===== src/rtl/motor_interlock_gate.sv =====
// motor_interlock_gate: key-armed interlock in front of the motor control bits.
// A received frame only reaches the drivers after g_ArmCount consecutive frames
// carrying the interlock key; a lost key, loopback, local safe request or frame
// watchdog expiry drops the outputs to the all-ones (drivers off) value.
// Optional fault statistics counter: define MOTOR_INTERLOCK_STATS_EN.

package motor_interlock_pkg;
   typedef struct packed {
      logic clk;
      logic reset;
   } ckrs_t;

   localparam logic [31:0] GEFE_INTERLOCK = 32'h6EFE_0A5C;
endpackage

module motor_interlock_gate
   import motor_interlock_pkg::*;
#(
   parameter int          g_Motors        = 16,
   parameter int          g_CtrlBits      = 4,
   parameter logic [31:0] g_Key           = GEFE_INTERLOCK,
   parameter int          g_ArmCount      = 4,
   parameter int          g_TimeoutCycles = 1000
) (
   input  ckrs_t                            ClkRs_ix,
   input  logic                             frame_valid_i,
   input  logic [g_Motors*g_CtrlBits-1:0]   ctrl_ib,
   input  logic [31:0]                      key_ib32,
   input  logic                             loopback_i,
   input  logic                             force_safe_i,
   input  logic                             clear_fault_i,
   output logic [g_Motors*g_CtrlBits-1:0]   ctrl_ob,
   output logic [1:0]                       state_ob2,
   output logic                             active_o,
   output logic                             fault_o,
   output logic [15:0]                      fault_count_ob16
);

   localparam int         W          = g_Motors * g_CtrlBits;
   localparam logic [7:0] ARM_TARGET = 8'(g_ArmCount);
   localparam logic [19:0] WD_LIMIT  = 20'(g_TimeoutCycles);

   typedef enum logic [1:0] {
      SAFE   = 2'd0,
      ARMING = 2'd1,
      ACTIVE = 2'd2,
      FAULT  = 2'd3
   } state_t;

   logic          clk;
   logic          srst;
   logic          match;
   logic          timeout;
   state_t        state_reg, state_next;
   logic [7:0]    arm_reg, arm_next;
   logic [W-1:0]  ctrl_reg, ctrl_next;
   logic [19:0]   wd_reg;
   logic          active_reg, fault_reg;

   assign clk  = ClkRs_ix.clk;
   assign srst = ClkRs_ix.reset;

   assign match   = (key_ib32 == g_Key) && !loopback_i && !force_safe_i;
   assign timeout = (wd_reg == WD_LIMIT);

   // Frame watchdog: restarts on every frame, saturates at the limit.
   always_ff @(posedge clk) begin
      if (srst)
         wd_reg <= '0;
      else if (frame_valid_i)
         wd_reg <= '0;
      else if (!timeout)
         wd_reg <= wd_reg + 20'd1;
   end

   // Next state, arm counter and gated control word.
   always_comb begin
      state_next = state_reg;
      arm_next   = arm_reg;
      ctrl_next  = '1;
      unique case (state_reg)
         SAFE: begin
            arm_next = '0;
            if (frame_valid_i && match) begin
               if (ARM_TARGET == 8'd1) begin
                  state_next = ACTIVE;
                  ctrl_next  = ctrl_ib;
               end else begin
                  state_next = ARMING;
                  arm_next   = 8'd1;
               end
            end
         end
         ARMING: begin
            if (!match || timeout) begin
               state_next = SAFE;
               arm_next   = '0;
            end else if (frame_valid_i) begin
               arm_next = arm_reg + 8'd1;
               if (arm_reg + 8'd1 == ARM_TARGET) begin
                  state_next = ACTIVE;
                  arm_next   = '0;
                  ctrl_next  = ctrl_ib;
               end
            end
         end
         ACTIVE: begin
            ctrl_next = ctrl_reg;
            if (!match || timeout) begin
               // The frame of this cycle, if any, is dropped.
               state_next = FAULT;
               ctrl_next  = '1;
            end else if (frame_valid_i) begin
               ctrl_next = ctrl_ib;
            end
         end
         FAULT: begin
            if (clear_fault_i && !timeout)
               state_next = SAFE;
         end
         default: state_next = SAFE;
      endcase
   end

   // State register with status flags registered alongside it.
   always_ff @(posedge clk) begin
      if (srst) begin
         state_reg  <= SAFE;
         arm_reg    <= '0;
         ctrl_reg   <= '1;
         active_reg <= 1'b0;
         fault_reg  <= 1'b0;
      end else begin
         state_reg  <= state_next;
         arm_reg    <= arm_next;
         ctrl_reg   <= ctrl_next;
         active_reg <= (state_next == ACTIVE);
         fault_reg  <= (state_next == FAULT);
      end
   end

`ifdef MOTOR_INTERLOCK_STATS_EN
   logic [15:0] fault_count_reg;
   logic        fault_hit;

   assign fault_hit = (state_reg == ACTIVE) && (state_next == FAULT);

   // Saturating count of ACTIVE-to-FAULT drops; only reset clears it.
   always_ff @(posedge clk) begin
      if (srst)
         fault_count_reg <= '0;
      else if (fault_hit && (fault_count_reg != 16'hFFFF))
         fault_count_reg <= fault_count_reg + 16'd1;
   end

   assign fault_count_ob16 = fault_count_reg;
`else
   assign fault_count_ob16 = '0;
`endif

   assign ctrl_ob   = ctrl_reg;
   assign state_ob2 = state_reg;
   assign active_o  = active_reg;
   assign fault_o   = fault_reg;

endmodule


===== config.mk =====
export PLATFORM = sky130hd
export DESIGN_NAME = motor_interlock_gate
export DESIGN_NICKNAME = d
export VERILOG_FILES = /design/src/rtl/motor_interlock_gate.sv
export SDC_FILE = /design/constraint.sdc
export NUM_CORES = 1
export LEC_CHECK = 0
export ABC_AREA = 1
export CAP_MARGIN = 15
export CORE_UTILIZATION = 30
export CTS_CLUSTER_SIZE = 12
export DETAILED_ROUTE_END_ITERATION = 10
export PLACE_DENSITY = 0.53
export SLEW_MARGIN = 5
export SYNTH_ARGS = -nofsm -noshare
export SYNTH_HDL_FRONTEND = slang
export SYNTH_SLANG_ARGS = --single-unit
export TNS_END_PERCENT = 1

===== constraint.sdc =====
create_clock -name ClkRs_ix -period 2.4 [get_ports ClkRs_ix]
set_input_delay 0.48 -clock ClkRs_ix [delete_from_list [all_inputs] [get_ports ClkRs_ix]]
set_output_delay 0.48 -clock ClkRs_ix [all_outputs]
set_load 0.02 [all_outputs]

==> results.cfg <==
[cells_and_area]
area_delta_synth_final_pct = 61.3
nNetsFinal = 1118
largest_reg_flops = 64
finish.instance_area_sq_um = 8720
drive_above_1_share = 0.163
diodes = 0

[pwr]
peakVddDrop_mv = 0.574
power_density_nw_per_um2 = 931
leakagePower_nw = 3.75

[worst_setup_path]
slowest_stage = a221oi_1
startpoint = ClkRs_ix[0]
cp_max_fo = 9
reg2reg_from = wd_reg[0]
path_class = clk2reg
crit_family = buffers and inverters
crit_path_end_kind = register
critPathRequiredTime_ns = 2.65
crit_top_cell = clkbuf_16
max_stage_delay_ns = 0.20
path_cells = clkbuf_16 -> clkbuf_16 -> clkbuf_16 -> nor2_2 -> clkbuf_16 -> clkbuf_16 -> clkbuf_16 -> clkinv_1 -> a221oi_1
critPathLaunchType = clock port
crit_arrival_ns = 2.54
crit_buf_inv = 7

[clock_tree]
cts_tree = yes
clock_sinks = 96
clock_latency_ns = 0.35
holdBufCountCts = 0
path_clk_slew_ns = 0.07

[timing]
tns_ns = 0
worst_slew_pin_slew_ns = 0.584
relSlewSlack = 0.611
finalWorstSetupSlack_ns = 0.112
final_hold_viol_count = 0
setup_viol = 0
rsz0062_at_grt = false
slew_viol_final = 0
skew_ns = 0.00778

[floorplan]
die_h_microns = 136
chipWidth_microns = 136
core_area_sq_um = 17400
die-area_sq_um = 18600
io_pins = 186
rows = 48
start_util = 0.310

[synthesis]
synth-edff-count = 0
yosys_most_used_dff = dfxtp_1
avgSynthCellArea_sq_um = 6.70
ys_warn_count = 0
syn_area_sq_um = 5400
synthCells = 807
async_flop_share = 0
ys_seq_elements = 96
ys_types = 38
yosysSeqAreaShare = 0.356
synth.most_common_cell = nand2_1
ys_top_cells_by_count = nand2_1, dfxtp_1, a21oi_1, nor2_1, nand2_2
netlist.area_leader.share = 0.356
synth_area_leaders = dfxtp_1, nand2_1, nand2_2, a21oi_1, o21ai_0
yosysTopAreaCell = dfxtp_1

[global_route]
grt.overflow.total = 0
antenna_found_initial = 0
grt_pass1_wl_mm = 27.2
grt_pass1_vias = 6472
track_usage = 0.195
grt_max_degree = 65

[detailed_routing]
wirelength_mm = 17.0
drc = 0
routed_via_density = 4.60
dr_total_vias = 5754
wl_per_cell_microns = 13.6
final_antenna_net_count = 0
dr.pass1.iters = 6
drt_iter0_drc = 180

[place]
place_hpwl_mm = 10.9
pre_cts_ws_ns = -0.0964
finalWeightedCongestion = 0.772
io_buffers = 168
placed_area_sq_um = 7220

[min_path]
hold_path.class = clk2reg
min_from = ClkRs_ix[0]

[flow_run]
drv_cap = 0

[status]
status = complete, no violations
[power breakdown]
| group | total [mW] | switching [mW] | leakage, nW | internal, mW |
|---|---|---|---|---|
| Sequential | 1.72 | 0.0500 | 0.777 | 1.67 |
| Clock | 5.61 | 2.01 | 0.922 | 3.59 |
| Combinational | 0.787 | 0.409 | 2.05 | 0.378 |
| Total | 8.12 | 2.47 | 3.75 | 5.64 |
[worst register-to-register path, delay by kind of cell (launching register included)]
| family | cells | cell delay [ns] |
|---|---|---|
| adders and majority gates | 1 | 0.14 |
| buffers and inverters | 5 | 0.47 |
| DFF | 1 | 0.35 |
| and+or+nand+nor | 10 | 1.04 |
[through the flow]
stage | utilization | std cells | total power, mW | hold WS (ns)
2_1_floorplan | - | 822 | 3.16 | 0.199
3_3_place_gp | 0.414 | 1170 | 3.17 | 0.0691
3_5_place_dp | 0.414 | 1170 | 3.17 | 0.0691
4_1_cts | 0.500 | 1251 | 8.31 | 0.0836
5_1_grt | 0.501 | 1252 | 8.64 | 0.0937
6_report | 0.501 | 1252 | 8.12 | 0.0904
[cell type report]
class	count	area [sq um]
clock buffers	62	1340
flip-flops and latches	96	1920
fillers	1688	8700
clock inverters	22	155
inverters	55	214
well taps	225	282
repair buffers	184	1900
multi-input cells	608	2900
[kinds of logic (layout without fill, tap and decap cells)]
family	Yosys count	after routing	share of synthesized area
fa+ha+maj	8	8	0.0185
other cells	1	16	0.000694
xor+xnor	4	4	0.00648
simple gates	417	417	0.343
flops	96	96	0.356
compound gates	163	163	0.155
buf+inv	118	323	0.121
[what timing repair did]
| item | in CTS | in global routing |
|---|---|---|
| gates resized for setup | 1 | 3 |
| endpoints found under the hold margin | 0 | 0 |
| buffers inserted | 0 | 1 |
| endpoints found under the setup margin | 3 | 4 |
[path summary, 6_finish.rpt]
check,end,depth (start not counted),slack [ns]
worst min register to register,ctrl_ob[62],2,0.46
worst max register to register,state_ob2[1],16,0.29
worst min-delay path,ctrl_ob[33],5,0.09
worst max-delay path,wd_reg[14],9,0.11
[per-layer routing]
layer / wire length, microns / global-route usage / vias to the layer above / part of all wire
li1: - / - / 2951 / -
met1: 7220 / 0.194 / 2534 / 0.42
met2: 7820 / 0.258 / 216 / 0.46
met3: 1490 / 0.144 / 53 / 0.088
met4: 501 / 0.187 / 0 / 0.029
met5: 0 / 0 / - / 0
[cell usage in the layout (no fill, tap or decap), types with 9 or more instances in the layout]
master / n
a21oi_1: 82
clkbuf_1: 10
clkbuf_16: 52
clkdlybuf4s50_1: 168
clkinv_1: 10
conb_1: 16
dfxtp_1: 95
inv_1: 53
nand2_1: 230
nand2_2: 67
nand3_1: 18
nand4_1: 9
nor2_1: 70
o21ai_0: 63
o21ai_1: 10
(Power assumes the default switching activity.)
